`src/rtl/clk_mon_pkg.sv`:
```
// Shared types and default constants for the divided-clock monitor.
// Consumers: clk_div_edge_det and clk_div_monitor.
package clk_mon_pkg;

    typedef enum logic [1:0] {
        IDLE    = 2'd0,
        MEASURE = 2'd1,
        LOCKED  = 2'd2,
        LOST    = 2'd3
    } clk_mon_state_t;

    localparam int DEF_SYNC_STAGES = 2;
    localparam int DEF_CNT_W       = 16;
    localparam int DEF_LOCK_COUNT  = 4;
    localparam int DEF_TIMEOUT     = 1024;

    // Bits needed to hold a run length of 0..n.
    function automatic int run_width(input int n);
        return (n < 1) ? 1 : $clog2(n + 1);
    endfunction

endpackage

```
`src/rtl/clk_div_edge_det.sv`:
```
// Samples the divided clock and produces registered rise/fall ticks in the clk domain.
// Optional synchronizer enabled by defining CLK_MON_SYNC_EN.
module clk_div_edge_det
    import clk_mon_pkg::*;
#(
    parameter int SYNC_STAGES = DEF_SYNC_STAGES
) (
    input  logic clk,
    input  logic resetn,
    input  logic clk_div_in,
    output logic rise_det,
    output logic tick_rise,
    output logic tick_fall
);

    if (SYNC_STAGES < 2) begin : g_bad_sync_stages
        $error("clk_div_edge_det: SYNC_STAGES must be at least 2");
    end

    logic s;
    logic s_prev;
    logic fall_det;

`ifdef CLK_MON_SYNC_EN
    logic [SYNC_STAGES-1:0] sync;

    always_ff @(posedge clk or negedge resetn) begin
        if (!resetn) begin
            sync <= '0;
        end else begin
            sync <= {sync[SYNC_STAGES-2:0], clk_div_in};
        end
    end

    assign s = sync[SYNC_STAGES-1];
`else
    // Input is already a clk-domain flop output, so it is used as-is.
    assign s = clk_div_in;
`endif

    assign rise_det = s & ~s_prev;
    assign fall_det = ~s & s_prev;

    always_ff @(posedge clk or negedge resetn) begin
        if (!resetn) begin
            s_prev    <= 1'b0;
            tick_rise <= 1'b0;
            tick_fall <= 1'b0;
        end else begin
            s_prev    <= s;
            tick_rise <= rise_det;
            tick_fall <= fall_det;
        end
    end

endmodule

```
`src/rtl/clk_div_monitor.sv`:
```
// Divided-clock monitor: edge ticks, period measurement, lock and loss detection.
// Define CLK_MON_SYNC_EN when clk_div_in is asynchronous to clk.
module clk_div_monitor
    import clk_mon_pkg::*;
#(
    parameter int SYNC_STAGES = DEF_SYNC_STAGES,
    parameter int CNT_W       = DEF_CNT_W,
    parameter int LOCK_COUNT  = DEF_LOCK_COUNT,
    parameter int TIMEOUT     = DEF_TIMEOUT
) (
    input  logic             clk,
    input  logic             resetn,
    input  logic             clk_div_in,
    output logic             tick_rise,
    output logic             tick_fall,
    output logic [CNT_W-1:0] period,
    output logic             period_valid,
    output logic             locked,
    output logic             clk_lost
);

    localparam int RUN_W = run_width(LOCK_COUNT);
    localparam logic [CNT_W-1:0] TIMEOUT_C = CNT_W'(TIMEOUT);
    localparam logic [RUN_W-1:0] LOCK_C    = RUN_W'(LOCK_COUNT);

    if (LOCK_COUNT < 1) begin : g_bad_lock_count
        $error("clk_div_monitor: LOCK_COUNT must be at least 1");
    end
    if (TIMEOUT < 2 || (longint'(TIMEOUT) >> CNT_W) != 0) begin : g_bad_timeout
        $error("clk_div_monitor: TIMEOUT must satisfy 2 <= TIMEOUT < 2**CNT_W");
    end

    logic rise_det;

    clk_div_edge_det #(
        .SYNC_STAGES (SYNC_STAGES)
    ) u_edge_det (
        .clk        (clk),
        .resetn     (resetn),
        .clk_div_in (clk_div_in),
        .rise_det   (rise_det),
        .tick_rise  (tick_rise),
        .tick_fall  (tick_fall)
    );

    logic [CNT_W-1:0] cnt;
    logic [RUN_W-1:0] run;
    logic [RUN_W-1:0] run_inc;
    logic [RUN_W-1:0] run_nxt;
    logic [CNT_W-1:0] period_nxt;
    logic             valid_nxt;
    logic             timeout;
    clk_mon_state_t   state;
    clk_mon_state_t   state_nxt;

    // cnt is the number of clk cycles since the last detected rise.
    always_ff @(posedge clk or negedge resetn) begin
        if (!resetn) begin
            cnt <= '0;
        end else if (rise_det) begin
            cnt <= CNT_W'(1);
        end else if (cnt != '1) begin
            cnt <= cnt + CNT_W'(1);
        end
    end

    // A rise on the timeout cycle wins over the timeout.
    assign timeout = (cnt == TIMEOUT_C) && !rise_det;
    assign run_inc = run + RUN_W'(1);

    always_ff @(posedge clk or negedge resetn) begin
        if (!resetn) begin
            state <= IDLE;
        end else begin
            state <= state_nxt;
        end
    end

    always_comb begin
        state_nxt  = state;
        period_nxt = period;
        valid_nxt  = period_valid;
        run_nxt    = run;
        case (state)
            IDLE: begin
                if (rise_det) begin
                    state_nxt = MEASURE;
                    run_nxt   = '0;
                end else if (timeout) begin
                    state_nxt = LOST;
                    valid_nxt = 1'b0;
                end
            end
            MEASURE: begin
                if (rise_det) begin
                    period_nxt = cnt;
                    valid_nxt  = 1'b1;
                    run_nxt    = (period_valid && cnt == period) ? run_inc : RUN_W'(1);
                    if (run_nxt == LOCK_C) begin
                        state_nxt = LOCKED;
                    end
                end else if (timeout) begin
                    state_nxt = LOST;
                    valid_nxt = 1'b0;
                end
            end
            LOCKED: begin
                if (rise_det) begin
                    if (cnt != period) begin
                        period_nxt = cnt;
                        run_nxt    = RUN_W'(1);
                        state_nxt  = MEASURE;
                    end
                end else if (timeout) begin
                    state_nxt = LOST;
                    valid_nxt = 1'b0;
                end
            end
            LOST: begin
                if (rise_det) begin
                    state_nxt = MEASURE;
                    run_nxt   = '0;
                end
            end
            default: begin
                state_nxt = IDLE;
                valid_nxt = 1'b0;
            end
        endcase
    end

    always_ff @(posedge clk or negedge resetn) begin
        if (!resetn) begin
            period       <= '0;
            period_valid <= 1'b0;
            run          <= '0;
        end else begin
            period       <= period_nxt;
            period_valid <= valid_nxt;
            run          <= run_nxt;
        end
    end

    assign locked   = (state == LOCKED);
    assign clk_lost = (state == LOST);

endmodule

```
`config.mk`:
```
export PLATFORM = sky130hd
export DESIGN_NAME = clk_div_monitor
export DESIGN_NICKNAME = d
export VERILOG_FILES = /design/src/rtl/clk_mon_pkg.sv /design/src/rtl/clk_div_edge_det.sv /design/src/rtl/clk_div_monitor.sv
export SDC_FILE = /design/constraint.sdc
export NUM_CORES = 1
export LEC_CHECK = 0
export ABC_AREA = 1
export ABC_CLOCK_PERIOD_IN_PS = 1600
export CAP_MARGIN = 20
export CORE_MARGIN = 2
export CORE_UTILIZATION = 40
export CTS_CLUSTER_DIAMETER = 120
export DETAILED_ROUTE_END_ITERATION = 12
export SLEW_MARGIN = 30
export SYNTH_ARGS = -nofsm -noshare
export SYNTH_HDL_FRONTEND = slang
export SYNTH_HIERARCHICAL = 1
export SYNTH_SLANG_ARGS = --single-unit
```
`constraint.sdc`:
```
create_clock -name clk -period 1.6 [get_ports clk]
set_input_delay 0.16 -clock clk [delete_from_list [all_inputs] [get_ports clk]]
set_output_delay 0.16 -clock clk [all_outputs]
set_load 0.1 [all_outputs]
```
======== Word-level counts from Yosys, hierarchy flattened ========
Cells that the tools add are included.
storage, ports and cells
  bits in registers ....................... 41
  input port bits ......................... 3
  output and inout port bits .............. 21
  word-level logic and storage cells ...... 67
cells by class
  $add $sub $neg .......................... 2
  eq/ne operators ......................... 16
  muxes and demuxes ....................... 24
  bitwise logic cells ..................... 4
  reductions and logical operators ........ 13
operators by type and width
  cell                   number
  $mux 16                5
  $pmux 16 s2            1
  $add 16x1->16 const B  1
  $eq 16x11->1 const B   1
  $eq 16x16->1           1
  $ne 16x16->1           1
  $ne 16x16->1 const B   1
  $mux 3                 5
  $mux 2                 7
  $pmux 3 s3             1
  $ne 2x1->1 const B     4
  $pmux 2 s4             1
  $reduce_and 4->1       2
  $reduce_bool 2->1      3
  $eq 2x2->1 const B     2
  $ne 2x2->1 const B     2
  $reduce_or 2->1        2
  $add 3x1->3 const B    1
  $eq 3x3->1 const B     1
  $mux 1                 3
  $ne 3x2->1 const B     1
  $ne 3x3->1 const B     1
  $reduce_and 3->1       1
  $and 1x1->1            2
  other kinds (7)        9

======== Logic depth before layout (Yosys ltp) ========
  depth in word-level cells ............... 7
  mapped depth ............................ 14
  depth with buffers taken out ............ 13

======== Hierarchy ========
Netlist, hierarchy kept.
modules (own cells, without submodules)
  module            instances  cells an instance  area an instance (um2)  seq. area each (um2)
  clk_div_monitor   1          278                2284.7                  950.9
  clk_div_edge_det  1          7                  90.1                    75.1

======== Least setup slack after synthesis ========
No wires, ideal clock.
  path kind ............................... register to register
  start point ............................. register period[13]
  end point ............................... register period[5]
  library setup time ...................... 0.074 ns
  data arrival time ....................... 2.058 ns
  required time ........................... 1.526 ns
  path slack .............................. -0.532 ns
  cell stages (with the launch flop) ...... 14
  path buffers ............................ 1
  clock period less this slack ............ 2.132 ns
  cells stage by stage .................... dfrtp_1 -> nand2_1 -> nand2_1 -> nand2_1 -> nor2_1 -> nand2_1 -> nor2_2 -> nand2_1 -> nand2_2 -> inv_4 -> nand2_8 -> buf_6 -> nand2_1 -> o21ai_2
between the ends
  cells in the longest elaborated chain, start to end .. 3
RTL lines
  what                        RTL line                source
  start: declaration          clk_div_monitor.sv:16   output logic [CNT_W-1:0] period,
  start signal: assignment    clk_div_monitor.sv:138  period <= period_nxt;
  $ne 16x16->1                clk_div_monitor.sv:109  if (cnt != period) begin
  $ne 2x1->1 (no line)        -
  $reduce_and 4->1 (no line)  -
Every way passes these cells.
A chain may end at the register's enable or synchronous reset.

======== Worst setup path after layout ========
  start point ............................. register period[8]
  end point ............................... register state[0]
between the ends
  cells in the longest elaborated chain, start to end .. 6
  elaborated cells on any way between the ends .. 8
  those cells by class .................... eq/ne (5); mux (1); reduce/logical (2)
RTL lines
  what                            RTL line               source
  $eq 16x16->1                    clk_div_monitor.sv:98  run_nxt = (period_valid && cnt == period) ? run_inc : RUN_W'(1);
  $logic_and 1x1->1               clk_div_monitor.sv:98
  $mux 3                          clk_div_monitor.sv:98
  $eq 3x3->1                      clk_div_monitor.sv:99  if (run_nxt == LOCK_C) begin
  $ne 3x3->1 (no line)            -
  $reduce_and 3->1 (no line) (*)  -
  end signal: assignment          clk_div_monitor.sv:75  state <= state_nxt;
  end: declaration                clk_div_monitor.sv:53  clk_mon_state_t state;
Every way passes the cells marked *; elsewhere a longest branch is shown, timed or not.

==> flow_summary.json <==
{
  "ant_nets": 0,
  "fill_cells": 490,
  "first_pass_iters": 4,
  "clockRootBuffer": "clkbuf_8",
  "ys_warn_count": 6,
  "synthCells": 285,
  "relSlewSlack_pct": 64.15,
  "drt_iter0_markers": 118,
  "arrival_ns": 1.94,
  "cts_sinks": 41,
  "syn_nets": 295,
  "yosysUniqueCellTypes": 34,
  "setup_viol": 25,
  "criticalPathCategory": "reg2reg",
  "core-area_mm2": 0.005816,
  "fmax_mhz": 571.0,
  "htreeDepth": 2,
  "nets": 394,
  "synthTopCellsByArea": "dfrtp_1 43%, nand2_1 11%, o21ai_2 5.2%",
  "skew_ns": 0.005310,
  "clk_pin_slew_ns": 0.08,
  "fp-row-count": 28,
  "via_per_inst": 5.048,
  "port_buffers": 23,
  "p_leak_nw": 1.805,
  "ys_async_sr_fraction_pct": 100.0,
  "die_h_um": 81.05,
  "finalHoldViolCount": 0,
  "hpwlAfterDp_mm": 4.445,
  "cap_violations": 0,
  "drv_slew": 0,
  "drcViolationCount": 0,
  "grt_overflow": 0,
  "synth_area_mm2": 0.002375,
  "peakVddDrop_mv": 1.303,
  "initial_core_util_pct": 40.83,
  "switching_power_w": 0.002697,
  "yosysMostFrequentCell": "nand2_1",
  "cts_max_path_buffers": 2,
  "grt_pass1_vias": 2340,
  "synthTopCellsByCount": "67 x nand2_1, 41 x dfrtp_1, 31 x inv_1",
  "status": "complete, but fails checks",
  "grt_pass1_wl_mm": 10.85,
  "layout-drive-gt1-share_pct": 56.62,
  "synth_top_area_share_pct": 43.20,
  "cts_buffers": 5,
  "seq_power_share_pct": 26.0,
  "dp_cells": 439,
  "seq_area_frac_synth_pct": 43.20,
  "intPower_w": 0.003056,
  "startpoint_type": "flop",
  "area_delta_synth_final_pct": 66.23,
  "cts_tree": "yes",
  "yosysTopAreaCell": "dfrtp_1",
  "clkPwrFrac_pct": 13.4,
  "synth_top_flop_cell": "dfrtp_1",
  "switching_share_pct": 46.88,
  "rsz0062_at_grt": "true",
  "synth_edf_count": 0,
  "total_power_w": 0.005753,
  "avgSynthCellArea_um2": 8.333,
  "period_needed_ns": 1.751,
  "wl_per_cell_um": 14.97,
  "combPwrFrac_pct": 60.6,
  "synth-seq-cells": 41,
  "dieWidth_um": 81.05,
  "grt_antenna_before_repair": 0,
  "drt-total-wl_mm": 6.887,
  "io_pins": 24,
  "gr-usage-all-layers_pct": 21.60,
  "violations": "setup timing",
  "endpoint_kind": "flop",
  "die_area_mm2": 0.006569,
  "final_cells": 460,
  "num_vias": 2322,
  "hold_path.class": "in2reg",
  "grt_max_degree": 42,
  "worstPathRequired_ns": 1.79,
  "clk_latency_ns": 0.30,
  "p_per_area_mw_per_mm2": 1457,
  "tightest_slew_ns": 0.5377,
  "setup_slack_ns": -0.1514,
  "fin_crit_sh_pct": 109.5,
  "diodes": 0,
  "gp_congestion": 0.8630,
  "cp_max_fo": 3
}
==> final timing paths <==
kind | slack [ns] | end | start | cells after the start
max in group asynchronous | 0.73 | period[14] | resetn | 3
worst max register to register | -0.15 | state[0] | period[8] | 11
worst min-delay path | 0.36 | u_edge_det/s_prev | clk_div_in | 1
worst max-delay path | -0.15 | state[0] | period[8] | 11
min in group asynchronous | 0.45 | u_edge_det/tick_fall | resetn | 3
worst min register to register | 0.49 | run[1] | run[1] | 2
==> kinds of logic after synthesis <==
group / after synthesis / share of synthesized area (%)
flip-flops: 41 / 43.20
adder cells (fa/ha/maj): 7 / 3.688
AND/OR/NAND/NOR: 133 / 25.82
XOR/XNOR: 14 / 5.163
AO/OA/AOI/OAI: 46 / 13.01
buffers and inverters: 44 / 9.115
==> worst max-delay path, cell delays in order (launching register included) <==
cell,delay (ns)
dfrtp_4,0.48
xnor2_1,0.15
nand2_1,0.14
nor2_2,0.14
nand2_1,0.10
nor2_4,0.12
buf_4,0.13
nand4_1,0.11
nand2_2,0.11
nand2_1,0.07
nand2_1,0.05
nand2_1,0.05
==> power by group through the flow <==
stage | logic [W] | clock network [W] | registers [W]
after detailed placement | 0.00300 | 0 | 0.00148
final | 0.00349 | 0.000768 | 0.00150
after global routing | 0.00370 | 0.000814 | 0.00153
after global placement | 0.00297 | 0 | 0.00147
after floorplan | 0.00111 | 0 | 0.00226
after CTS | 0.00319 | 0.000775 | 0.00148
==> sequential cells by signal, indices dropped and copies added, names as in the netlist <==
signal / count
state: 2
period: 16
u_edge_det/tick_rise: 1
period_valid: 1
cnt: 16
u_edge_det/s_prev: 1
run: 3
u_edge_det/tick_fall: 1
==> cell usage in the layout, fill, tap and decap left out, types with 2 or more instances in the layout <==
cell type | netlist | final
buf_4 | 0 | 66
nand2_1 | 67 | 49
inv_1 | 31 | 23
dfrtp_1 | 41 | 23
nand2_2 | 9 | 22
buf_12 | 2 | 21
o21ai_2 | 14 | 19
dfrtp_4 | 0 | 16
nor2_1 | 20 | 14
inv_2 | 5 | 13
a21oi_1 | 11 | 10
nand3_1 | 11 | 8
nand4_1 | 8 | 8
clkbuf_8 | 0 | 7
xnor2_2 | 0 | 6
nand2_4 | 0 | 5
xnor2_1 | 12 | 5
nor3_1 | 8 | 5
o21ai_0 | 14 | 5
buf_6 | 2 | 5
o21ai_1 | 0 | 4
nor2_4 | 0 | 4
nand2_8 | 1 | 4
nor2_2 | 1 | 3
nor3_2 | 2 | 3
ha_4 | 0 | 3
ha_1 | 7 | 3
clkinv_2 | 1 | 2
nand3_4 | 0 | 2
nor3_4 | 0 | 2
or2_2 | 2 | 2
xor2_1 | 2 | 2
a211oi_2 | 1 | 2
dfrtp_2 | 0 | 2
==> repair_timing <==
item,4_1_cts,5_1_grt
endpoints found under the hold margin,41,0
buffers inserted,5,4
pin swaps,22,12
resized for setup,30,63
hold buffers,1,0
cloned,2,1
setup endpoints to repair,30,37
==> layout make-up <==
class	count	area [um2]	area share (%)
Timing Repair Buffer	95	997.2	25.26
Inverter	38	151.4	3.835
Tap cell	75	93.84	2.377
Clock inverter	1	5.005	0.1268
Clock buffer	7	96.34	2.441
Multi-Input combinational cell	203	1515	38.38
Sequential cell	41	1089	27.58
==> metal layers <==
metal | up-vias | GRT usage (%) | part of all wire, %
li1 | 1127 | - | -
met1 | 1122 | 27.46 | 42
met2 | 53 | 37.60 | 52
met5 | - | 0 | 0
met3 | 20 | 4.222 | 3.2
met4 | 0 | 5.593 | 2.8
==> through the flow <==
step	setup TNS, ns	utilization [%]	setup WS [ns]	area [um2]	hold WS (ns)
detailed placement	-4.112	58.11	-0.2488	3379	0.2646
finish	-2.168	67.88	-0.1514	3948	0.3626
CTS	-1.882	63.17	-0.09293	3674	0.3592
floorplan	-2.447	-	-0.1460	2455	-0.1356
global route	-5.113	67.88	-0.3027	3948	0.3547
global placement	-3.427	58.11	-0.2427	3379	0.2692
Power figures use the tool's default switching activity.
